### src/rtl/digital_tube_driver_pkg.sv
// Shared constants for the digital tube display peripheral:
// register offsets, blank pattern and the active-low hex segment table.
package digital_tube_driver_pkg;

    localparam logic ADDR_DATA = 1'b0;
    localparam logic ADDR_CTRL = 1'b1;

    localparam logic [7:0] SEG_BLANK = 8'hFF;

    // Entry n is the code for hex digit n with dp off; index 15 is leftmost.
    localparam logic [15:0][7:0] SEG7 = {
        8'h8E, 8'h86, 8'hA1, 8'hC6, 8'h83, 8'h88, 8'h90, 8'h80,
        8'hF8, 8'h82, 8'h92, 8'h99, 8'hB0, 8'hA4, 8'hF9, 8'hC0
    };

    typedef struct packed {
        logic dpmask;
        logic en;
    } ctrl_t;

endpackage

### src/rtl/digital_tube_driver_if.sv
// CPU-bridge register bus of the digital tube peripheral.
interface digital_tube_driver_if;
    logic        we;
    logic        addr;
    logic [3:0]  be;
    logic [31:0] wdata;
    logic [31:0] rdata;

    modport master (output we, addr, be, wdata, input rdata);
    modport slave  (input we, addr, be, wdata, output rdata);
endinterface

### src/rtl/digital_tube_driver_hex_to_seg7.sv
// Combinational hex nibble to 7-segment (active-low, a..g) decoder.
module digital_tube_driver_hex_to_seg7
    import digital_tube_driver_pkg::*;
(
    input  logic [3:0] nibble_i,
    output logic [6:0] seg_o
);

    logic [7:0] code_s;

    // Table lookup; dp is handled by the caller.
    always_comb begin
        code_s = SEG7[nibble_i];
        seg_o  = code_s[6:0];
    end

endmodule

### src/rtl/digital_tube_driver.sv
// Memory-mapped 8-digit hex display: DATA/CTRL registers, digit scan
// counter and registered segment/select outputs for two 4-digit banks.
module digital_tube_driver
    import digital_tube_driver_pkg::*;
#(
    parameter int SCAN_DIV = 50000
) (
    input  logic                       clk,
    input  logic                       reset,
    digital_tube_driver_if.slave       bus,
    output logic [7:0]                 digital_tube0,
    output logic [3:0]                 digital_tube_sel0,
    output logic [7:0]                 digital_tube1,
    output logic [3:0]                 digital_tube_sel1
);

    localparam int CNT_W = (SCAN_DIV > 2) ? $clog2(SCAN_DIV) : 1;
    localparam logic [CNT_W-1:0] CNT_LAST = CNT_W'(SCAN_DIV - 1);

    logic [31:0]      data_q, data_d;
    ctrl_t            ctrl_q, ctrl_d;
    logic [CNT_W-1:0] scan_cnt_q, scan_cnt_d;
    logic [1:0]       idx_q, idx_d;
    logic [7:0]       tube0_q, tube0_d, tube1_q, tube1_d;
    logic [3:0]       sel_q, sel_d;

    logic [15:0]      hi_half_s;
    logic [3:0]       nib0_s, nib1_s;
    logic [6:0]       seg0_s, seg1_s;
    logic             dp_s;

    // Register write decode with per-byte enables.
    always_comb begin
        data_d = data_q;
        ctrl_d = ctrl_q;
        if (bus.we && (bus.addr == ADDR_DATA)) begin
            for (int k = 0; k < 4; k++) begin
                if (bus.be[k]) begin
                    data_d[8*k +: 8] = bus.wdata[8*k +: 8];
                end else begin
                    data_d[8*k +: 8] = data_q[8*k +: 8];
                end
            end
        end else if (bus.we && (bus.addr == ADDR_CTRL) && bus.be[0]) begin
            ctrl_d = bus.wdata[1:0];
        end else begin
            ctrl_d = ctrl_q;
        end
    end

    // Free-running digit scan, independent of EN.
    always_comb begin
        if (scan_cnt_q == CNT_LAST) begin
            scan_cnt_d = '0;
            idx_d      = idx_q + 2'd1;
        end else begin
            scan_cnt_d = scan_cnt_q + {{(CNT_W-1){1'b0}}, 1'b1};
            idx_d      = idx_q;
        end
    end

    assign hi_half_s = data_q[31:16];
    assign nib0_s    = data_q[{idx_q, 2'b00} +: 4];
    assign nib1_s    = hi_half_s[{idx_q, 2'b00} +: 4];
    assign dp_s      = ~(ctrl_q.dpmask & (idx_q == 2'd0));

    digital_tube_driver_hex_to_seg7 u_seg_bank0 (.nibble_i(nib0_s), .seg_o(seg0_s));
    digital_tube_driver_hex_to_seg7 u_seg_bank1 (.nibble_i(nib1_s), .seg_o(seg1_s));

    // Output stage next value from current registers (uniform one-cycle lag).
    always_comb begin
        tube0_d = SEG_BLANK;
        tube1_d = SEG_BLANK;
        sel_d   = 4'h0;
        if (ctrl_q.en) begin
            tube0_d = {dp_s, seg0_s};
            tube1_d = {dp_s, seg1_s};
            sel_d   = 4'b0001 << idx_q;
        end else begin
            tube0_d = SEG_BLANK;
            tube1_d = SEG_BLANK;
            sel_d   = 4'h0;
        end
    end

    // Combinational register readback.
    always_comb begin
        if (bus.addr == ADDR_CTRL) begin
            bus.rdata = {30'b0, ctrl_q};
        end else begin
            bus.rdata = data_q;
        end
    end

    // State and output registers with synchronous reset.
    always_ff @(posedge clk) begin
        if (reset) begin
            data_q     <= 32'h0;
            ctrl_q     <= 2'b01;
            scan_cnt_q <= '0;
            idx_q      <= 2'd0;
            tube0_q    <= SEG_BLANK;
            tube1_q    <= SEG_BLANK;
            sel_q      <= 4'h0;
        end else begin
            data_q     <= data_d;
            ctrl_q     <= ctrl_d;
            scan_cnt_q <= scan_cnt_d;
            idx_q      <= idx_d;
            tube0_q    <= tube0_d;
            tube1_q    <= tube1_d;
            sel_q      <= sel_d;
        end
    end

    assign digital_tube0     = tube0_q;
    assign digital_tube1     = tube1_q;
    assign digital_tube_sel0 = sel_q;
    assign digital_tube_sel1 = sel_q;

endmodule
### src/flat_wrapper.sv
// flat-port wrapper written by rule: the top's interface ports become plain ports
module digital_tube_driver_flat import digital_tube_driver_pkg::*;
#(
    parameter int SCAN_DIV = 50000
)
  (clk, reset, digital_tube0, digital_tube_sel0, digital_tube1, digital_tube_sel1, bus_we, bus_addr, bus_be, bus_wdata, bus_rdata);
  digital_tube_driver_if bus_i ();
  input  logic clk;
  input  logic reset;
  output logic [7:0] digital_tube0;
  output logic [3:0] digital_tube_sel0;
  output logic [7:0] digital_tube1;
  output logic [3:0] digital_tube_sel1;
  input wire logic [$bits(bus_i.we)-1:0] bus_we;
  input wire logic [$bits(bus_i.addr)-1:0] bus_addr;
  input wire logic [$bits(bus_i.be)-1:0] bus_be;
  input wire logic [$bits(bus_i.wdata)-1:0] bus_wdata;
  output wire logic [$bits(bus_i.rdata)-1:0] bus_rdata;
  assign bus_i.we = bus_we;
  assign bus_i.addr = bus_addr;
  assign bus_i.be = bus_be;
  assign bus_i.wdata = bus_wdata;
  assign bus_rdata = bus_i.rdata;
  digital_tube_driver #(.SCAN_DIV(SCAN_DIV)) u_core (.clk(clk), .reset(reset), .bus(bus_i), .digital_tube0(digital_tube0), .digital_tube_sel0(digital_tube_sel0), .digital_tube1(digital_tube1), .digital_tube_sel1(digital_tube_sel1));
endmodule
### config.mk
export PLATFORM = sky130hd
export DESIGN_NAME = digital_tube_driver_flat
export DESIGN_NICKNAME = d
export VERILOG_FILES = /design/src/rtl/digital_tube_driver_pkg.sv /design/src/rtl/digital_tube_driver_if.sv /design/src/rtl/digital_tube_driver_hex_to_seg7.sv /design/src/rtl/digital_tube_driver.sv /design/src/flat_wrapper.sv
export SDC_FILE = /design/constraint.sdc
export NUM_CORES = 1
export LEC_CHECK = 0
export CAP_MARGIN = 20
export CELL_PAD_IN_SITES_DETAIL_PLACEMENT = 1
export CELL_PAD_IN_SITES_GLOBAL_PLACEMENT = 2
export CORE_MARGIN = 3
export CORE_UTILIZATION = 30
export CTS_CLUSTER_SIZE = 20
export DETAILED_ROUTE_END_ITERATION = 8
export GPL_ROUTABILITY_DRIVEN = 0
export PLACE_DENSITY = 0.88
export SLEW_MARGIN = 20
export SYNTH_ARGS = -nofsm -noshare
export SYNTH_HDL_FRONTEND = slang
export SYNTH_SLANG_ARGS = --single-unit
### constraint.sdc
create_clock -name clk -period 4.05 [get_ports clk]
set_clock_uncertainty 0.1 [all_clocks]
set_input_delay 0.6075 -clock clk [delete_from_list [all_inputs] [get_ports clk]]
set_output_delay 0.6075 -clock clk [all_outputs]
set_load 0.02 [all_outputs]
Word-level counts from Yosys, hierarchy flattened. Memories as Yosys holds them, arrays and structs flattened. A register that Yosys moved wholly into a read port is not among the register bits. Index checks and enable logic that the tools add are counted. Widths: inputs -> output; s select.

Add/subtract/negate cells: 2. $lt $le $gt $ge: 2. Equality and inequality tests: 1. Shift-type cells: 3. Multiplexer cells: 3. Bitwise gates (word level): 5. Reduce and logical (&&, ||, !) cells: 11.

Operators with widths (number): $mux 32 (1); $shiftx 32x5->4 (1); $add 16x1->16 const B (1); $eq 16x16->1 const B (1); $shiftx 16x5->4 (1); $mux 7 (2); $lt 4x5->1 const B (2); $reduce_and 2->1 (5); $not 1->1 (4); $reduce_or 2->1 (2); $shl 1x2->4 const A (1); $logic_and 1x1->1 (3); $add 2x1->2 const B (1); $logic_not 2->1 (1); $and 1x1->1 (1).

Register bits after elaboration: 72. Memory bits (read-only): 256. Output and inout port bits: 56. Word-level logic and storage cells: 40. Memories kept: 2.

Memory list: (name not given) (words 16, width 8, rd ports 1, clocked after memory_dff 1, write ports 0, RTL line digital_tube_driver_hex_to_seg7.sv:13) `code_s = SEG7[nibble_i];`; (name not given) (words 16, width 8, rd ports 1, clocked after memory_dff 1, write ports 0, RTL line digital_tube_driver_hex_to_seg7.sv:13).

Depth between registers and ports, before layout. Gate-level depths: netlist of the first run.

Depth in word-level cells: 4. Depth in mapped cells: 7.

Hierarchy. A second synthesis of the first run with hierarchy kept.

Cells, all modules: 399. Area, all modules: 3542.1 um2.

Modules (own cells, without submodules): digital_tube_driver (instances 1, cells an instance 335, area each 2991.6 um2, sequential area each 1421.4 um2); digital_tube_driver_hex_to_seg7 (instances 2, cells an instance 32, area each 275.3 um2, sequential area each 0.0 um2).

Least setup slack after synthesis of the first run. OpenSTA, ideal clock, no wires.

Path type: reg-to-reg. Start point: reg u_core.idx_q[0]. End point: reg u_core.tube1_q[0] (netlist: u_core.digital_tube1[0]). Library setup time: 0.129 ns. Arrival: 1.918 ns. Required time: 3.821 ns. Setup slack: 1.903 ns. Stages on the path, launching flop included: 7. Clock period less this slack: 2.147 ns. Cells stage by stage: dfxtp_1 -> buf_6 -> mux4_1 -> ha_1 -> or3b_1 -> o221ai_1 -> nand2_1.

Word-level cells in the longest chain between the ends: 1.

Ends and longest elaborated chain: from (decl) (RTL line digital_tube_driver.sv:23) `logic [1:0] idx_q, idx_d;`; from (signal assigned) (RTL line digital_tube_driver.sv:109) `idx_q <= idx_d;`; $shiftx 16x5->4 (RTL line digital_tube_driver.sv:64) `assign nib1_s = hi_half_s[{idx_q, 2'b00} +: 4];`; to (decl) (RTL line digital_tube_driver.sv:24) `logic [7:0] tube0_q, tube0_d, tube1_q, tube1_d;`.

Every way passes these cells. A chain may end at the register's enable or synchronous reset.

Worst setup path in the final report of the first run.
Start point: in bus_addr. End point: out bus_rdata[23].

Word-level cells in the longest chain between the ends: 1.

Ends and longest elaborated chain: from (decl) (RTL line flat_wrapper.sv:15) `input wire logic [$bits(bus_i.addr)-1:0] bus_addr;`; $mux 32 (RTL line digital_tube_driver.sv:88) `if (bus.addr == ADDR_CTRL) begin`; to (decl) (RTL line flat_wrapper.sv:18) `output wire logic [$bits(bus_i.rdata)-1:0] bus_rdata;`.

Every way passes these cells.

==> flow_metrics.py, run 1 <==
metrics = {
    "outcome": {
        "outcome": "completed",
    },
    "final_layout": {
        "diodes": 0,
        "multi_input_area_um2": 1850,
        "drive_gt1_share_pct": 6.28,
        "n_fill_cell": 1275,
        "fin_cells": 618,
        "area_growth_pct": 37.6,
        "seq_area_um2": 1420,
        "stdcell_area_um2": 4790,
        "nets": 527,
    },
    "route": {
        "drc": 0,
        "routed_wl_um": 10100,
        "dr.pass1.iters": 4,
        "wl_per_cell_um": 16.4,
        "vias": 3102,
        "via_per_inst": 5.02,
        "first_iter_violations": 78,
        "drtAntennaViolNets": 0,
    },
    "clock_network": {
        "cts_tree": "built",
        "clk_latency_ns": 0.33,
        "cts_made_buffers": 9,
        "clk_pin_slew_ns": 0.06,
        "post_cts_resized": 0,
        "cts.sinks": 71,
        "cts_buffer_depth": 2,
        "ctsHtreeMaxLevel": 3,
        "clockRootBuffer": "clkbuf_16",
        "cts_hold_buf": 0,
        "cts_setup_buffers": 0,
    },
    "worst_setup_path": {
        "cp-start-kind": "input pin",
        "critPathArrivalTime_ns": 2.39,
        "crit_chain": "clkdlybuf4s50_1 -> buf_4 -> nor2b_1 -> clkdlybuf4s50_1",
        "worst-r2r-setup-slack_ns": 1.43,
        "r2r_cells": 5,
        "crit_path_end": "bus_rdata[23]",
        "critical-path-max-stage-delay_ns": 0.67,
        "reg2reg_from": "u_core.idx_q[0]",
        "crit_start": "bus_addr",
        "worstSetupEndpointType": "output port",
        "worstSetupPathType": "in -> out",
        "worstPathMaxFanout": 15,
        "crit_path_frequent_cell": "clkdlybuf4s50_1",
        "worst_ep_required_time_ns": 3.34,
        "r2r-end": "u_core.digital_tube1[0]",
        "cpMaxStageDelayCell": "clkdlybuf4s50_1",
    },
    "floorplanning": {
        "die-area_um2": 12900,
        "die_h_um": 114,
        "start_util_pct": 31.4,
        "coreArea_um2": 11100,
        "dieWidth_um": 114,
        "io_pins": 96,
        "num_rows": 38,
    },
    "pwr": {
        "p_leak_nw": 1.72,
        "ir_drop_mv": 0.168,
        "power_density_nw_per_um2": 368,
        "fin_total_pwr_mw": 1.76,
    },
    "sta": {
        "relSlewSlack_pct": 47.7,
        "post-route-period-util_pct": 76.5,
        "finalSetupTns_ns": 0,
        "report.final.slew_viol_count": 0,
        "max_freq_ghz": 0.323,
        "hold_slack_ns": 0.364,
        "finalSetupViolCount": 0,
        "min_period_ns": 3.10,
        "hold_viol_final": 0,
        "worstMarginPinSlew_ns": 0.782,
        "rsz0062_at_grt": "false",
    },
    "global_route": {
        "grtUsageMet3_pct": 3.55,
        "grt_first_pass_wirelength_um": 16700,
        "antenna_found_initial": 0,
        "grt_pass1_vias": 3292,
        "grt_usage_pct": 16.2,
        "grt_start_max_net_pins": 31,
        "grt.met2_usage_pct": 26.6,
        "met1_usage_pct": 20.7,
        "busiest_layer": "met2",
        "grt_remaining_overflow": 0,
    },
    "synth": {
        "synthFlopType": "dfxtp_1",
        "synth-seq-cells": 71,
        "synth_nets": 447,
        "syn_area_um2": 3480,
        "ys_seq_area_share_pct": 40.8,
        "synth_edf_count": 0,
        "yosys_warnings": 0,
        "async_flop_share_pct": 0,
        "synth_cells": 393,
        "avgSynthCellArea_um2": 8.85,
        "ys_types": 45,
    },
    "placed_design": {
        "io_buffers": 95,
        "hpwl_um": 7350,
        "dp_cells": 602,
        "placed_area_um2": 4480,
    },
    "worst_hold_path": {
        "hold_path_depth": 1,
        "min_path_type": "reg -> reg",
    },
    "job": {
        "cap_viol_max_count": 0,
    },
}
==> stage by stage <==
step	utilization (%)	setup slack [ns]
6_report	43.2	0.951
3_3_place_gp	40.4	0.972
2_1_floorplan	-	1.90
5_1_grt	43.2	0.881
3_5_place_dp	40.4	0.918
4_1_cts	43.2	0.948
==> where the power goes <==
group / internal [mW] / switching (mW) / leakage, nW
Clock: 0.525 / 0.287 / 0.156
Combinational: 0.103 / 0.106 / 0.986
Sequential: 0.725 / 0.0149 / 0.580
==> layout by cell type, fill, tap and decap left out, drive strengths merged, types with 5 or more instances in the layout <==
cell           count
clkdlybuf4s50     95
dfxtp             71
nand2             46
nand3             40
a21oi             40
nor2b             33
nor2              25
ha                14
clkbuf            13
inv               10
mux4               8
xor2               7
nand2b             6
xnor2              6
o21ai              6
mux2i              6
nor3               5
mux2               5
==> cells in the mapped netlist, types with 2 or more instances <==
master | n | area, um2
and4_1 | 2 | 17.5
xor2_1 | 7 | 61.3
o221ai_1 | 4 | 35.0
nand4_1 | 3 | 18.8
a21oi_1 | 40 | 200
mux2_2 | 4 | 45.0
clkbuf_1 | 17 | 63.8
nor4bb_1 | 2 | 20.0
buf_4 | 6 | 45.0
nand2b_1 | 6 | 37.5
dfxtp_1 | 71 | 1420
nand3_1 | 40 | 200
o211ai_1 | 2 | 15.0
ha_1 | 14 | 175
nor4b_1 | 2 | 17.5
nor2b_1 | 33 | 206
and2_1 | 2 | 12.5
nand2_1 | 46 | 173
o21ai_0 | 6 | 30.0
mux4_1 | 5 | 131
nor3_1 | 5 | 25.0
nor2_1 | 25 | 93.8
mux4_2 | 3 | 67.6
xnor2_1 | 6 | 52.6
a31oi_1 | 4 | 25.0
mux2i_1 | 6 | 60.1
buf_6 | 5 | 56.3
inv_1 | 10 | 37.5
==> layer usage <==
metal	vias to the layer above	part of all wire [%]
li1	1514	-
met1	1501	46
met2	70	49
met3	17	3.9
met4	0	2.0
met5	-	0
==> kinds of logic (layout without fill, tap and decap cells) <==
group	Yosys count	count (layout)	share of synthesized area (%)
and+or+nand+nor	173	173	25.1
AOI/OAI and AO/OA	63	63	10.5
adders and majority gates	14	14	5.03
buffers and inverters	40	125	6.08
DFF	71	71	40.8
muxes	19	19	9.17
xor gates and xnor gates	13	13	3.27
==> worst min path at each step <==
stage,from,end
after floorplan,u_core.ctrl_q[1],u_core.digital_tube1[7]
after global placement,u_core.scan_cnt_q[0],u_core.scan_cnt_q[0]
after detailed placement,u_core.ctrl_q[1],u_core.digital_tube1[7]
after CTS,u_core.ctrl_q[1],u_core.digital_tube1[7]
after global routing,u_core.ctrl_q[1],u_core.digital_tube1[7]
final,u_core.ctrl_q[1],u_core.digital_tube1[7]
==> registers in the layout, summed over array words and instances (netlist names) <==
register / cells
u_core.ctrl_q: 2
u_core.data_q: 32
u_core.digital_tube0: 7
u_core.digital_tube1: 8
u_core.digital_tube_sel0: 4
u_core.idx_q: 2
u_core.scan_cnt_q: 16
==> final cells by class <==
cell class	count	area share, %
Timing Repair Buffer	99	20.8
Tap cell	140	3.66
Sequential cell	71	29.7
Clock inverter	3	0.836
Multi-Input combinational cell	282	38.6
Clock buffer	13	5.65
Inverter	10	0.784
==> worst max-delay path: cells and delay by family <==
family                 cells  cell delay [ns]
buffers and inverters      3             1.62
AND/OR/NAND/NOR            1             0.16
(Power assumes the default switching activity.)
==> run 2, diff against run 1 <==
--- a/config.mk
+++ b/config.mk
@@ -9,11 +9,11 @@
 export CELL_PAD_IN_SITES_DETAIL_PLACEMENT = 1
 export CELL_PAD_IN_SITES_GLOBAL_PLACEMENT = 2
 export CORE_MARGIN = 3
-export CORE_UTILIZATION = 30
+export CORE_UTILIZATION = 25
 export CTS_CLUSTER_SIZE = 20
 export DETAILED_ROUTE_END_ITERATION = 8
 export GPL_ROUTABILITY_DRIVEN = 0
-export PLACE_DENSITY = 0.88
+export PLACE_DENSITY = 0.79
 export SLEW_MARGIN = 20
 export SYNTH_ARGS = -nofsm -noshare
 export SYNTH_HDL_FRONTEND = slang
==> constraint.sdc (replaced) <==
create_clock -name clk -period 2.6 [get_ports clk]
set_clock_uncertainty 0.1 [all_clocks]
set_input_delay 0.39 -clock clk [delete_from_list [all_inputs] [get_ports clk]]
set_output_delay 0.39 -clock clk [all_outputs]
set_load 0.02 [all_outputs]
==> flow_metrics.py, run 2 (synthesis gave the netlist of run 1 again) <==
metrics = {
    "worst_hold_path": {
        "min-delay-start": "u_core.scan_cnt_q[0]",
        "min_path_type": "reg -> reg",
        "worstHoldEndpoint": "u_core.scan_cnt_q[0]",
        "hold_path_depth": 1,
    },
    "sta": {
        "worstMarginPinSlew_ns": 0.449,
        "report.final.slew_viol_count": 0,
        "min_period_ns": 2.51,
        "post-route-period-util_pct": 96.4,
        "finalSetupTns_ns": 0,
        "rsz0062_at_grt": "false",
        "hold_viol_final": 0,
        "relSlewSlack_pct": 70.1,
        "finalSetupViolCount": 0,
        "max_freq_ghz": 0.399,
    },
    "global_route": {
        "grt_start_max_net_pins": 37,
        "grt_pass1_vias": 3434,
        "grt_usage_pct": 14.2,
        "grt_first_pass_wirelength_um": 17100,
        "grt_remaining_overflow": 0,
        "antenna_found_initial": 0,
    },
    "final_layout": {
        "postLayoutCoreUtil_pct": 36.4,
        "nets": 539,
        "largest_reg_flops": 32,
        "diodes": 0,
        "mostFrequentLayoutCells": "clkdlybuf4s50_1, dfxtp_1, nand2_1",
        "area_growth_pct": 40.2,
        "stdcell_area_um2": 4880,
        "layout_commonest_cell": "clkdlybuf4s50_1",
        "regMostFlops": "u_core.data_q",
        "fin_cells": 664,
        "drive_gt1_share_pct": 7.99,
    },
    "worst_setup_path": {
        "reg2reg_from": "u_core.idx_q[0]",
        "worstSetupPathType": "in -> out",
        "worst-r2r-setup-slack_ns": 0.23,
        "cp-start-kind": "input pin",
        "r2r-end": "u_core.digital_tube0[3]",
        "worstPathMaxFanout": 11,
        "worst_ep_required_time_ns": 2.11,
        "r2r_cells": 6,
        "worstSetupEndpointType": "output port",
        "critPathArrivalTime_ns": 2.02,
    },
    "route": {
        "via_per_inst": 4.75,
        "first_iter_violations": 69,
        "drtAntennaViolNets": 0,
        "dr.pass1.iters": 4,
        "wl_per_cell_um": 15.8,
        "vias": 3154,
        "drc": 0,
        "routed_wl_um": 10500,
    },
    "placed_design": {
        "hpwl_um": 8020,
        "placed_area_um2": 4610,
        "dp_cells": 650,
        "io_buffers": 95,
    },
    "floorplanning": {
        "num_rows": 42,
        "die_h_um": 124,
        "io_pins": 96,
        "die-area_um2": 15400,
        "start_util_pct": 26.0,
        "dieWidth_um": 124,
        "coreArea_um2": 13400,
    },
    "job": {
        "cap_viol_max_count": 0,
    },
    "clock_network": {
        "cts.sinks": 71,
        "clk_pin_slew_ns": 0.05,
        "post_cts_resized": 0,
        "cts_buffer_depth": 2,
        "cts_hold_buf": 0,
        "clk_latency_ns": 0.33,
        "ctsHtreeMaxLevel": 3,
        "cts_setup_buffers": 0,
        "cts_made_buffers": 9,
        "cts_tree": "built",
        "clockRootBuffer": "clkbuf_16",
    },
    "pwr": {
        "ir_drop_mv": 0.233,
        "power_density_nw_per_um2": 533,
        "p_leak_nw": 1.76,
        "fin_total_pwr_mw": 2.60,
    },
    "outcome": {
        "outcome": "completed",
    },
}
## run 2: cell count changes in the layout (fill, tap and decap cells not counted)
cell,delta
clkbuf_8,-1
clkinv_2,-1
clkbuf_1,+1
bufinv_16,-1
buf_4,+12
## run 2: worst max-delay path: stages
cell and delay (ns):
clkdlybuf4s50_1 0.56, buf_4 0.26, nor2b_1 0.17, clkdlybuf4s50_1 0.64
## run 2: worst max-delay path by stage
stage               startpoint                       to  slack [ns]  cells past startpoint
2_1_floorplan  u_core.idx_q[0]  u_core.digital_tube1[0]        0.45                      6
3_3_place_gp          bus_addr             bus_rdata[7]         0.1                      4
3_5_place_dp          bus_addr             bus_rdata[5]        0.13                      4
4_1_cts               bus_addr             bus_rdata[5]        0.09                      4
5_1_grt               bus_addr             bus_rdata[5]        0.03                      4
6_report              bus_addr             bus_rdata[5]        0.09                      4
## run 2: metal layers
layer  up-vias  wire length [um]  part of all wire [%]  track usage (%)
met3        17               487                   4.7             2.95
met5         -                 0                     0                0
met1      1519              4660                    45             17.6
li1       1545                 -                     -                -
met2        73              5050                    48             23.7
met4         0               265                   2.5             6.30
## run 2: final cells by class
class,count,area (um2)
sequential,71,1420
multi-input combinational,282,1850
timing repair buffer,111,1080
clock buffer,13,260
tap,176,220
clock inverter,1,5.00
inverter,10,37.5
fill,1557,8520
## run 2: power breakdown
group | internal [mW] | switching, mW | leakage, nW
Combinational | 0.168 | 0.166 | 1.05
Clock | 0.686 | 0.428 | 0.132
Sequential | 1.13 | 0.0237 | 0.580
Total | 1.98 | 0.618 | 1.76
## run 2: through the flow
stage	hold WS, ns	worst slack (ns)
2_1_floorplan	0.277	0.453
3_3_place_gp	0.342	0.0983
3_5_place_dp	0.352	0.129
4_1_cts	0.366	0.0872
5_1_grt	0.403	0.0268
6_report	0.359	0.0933
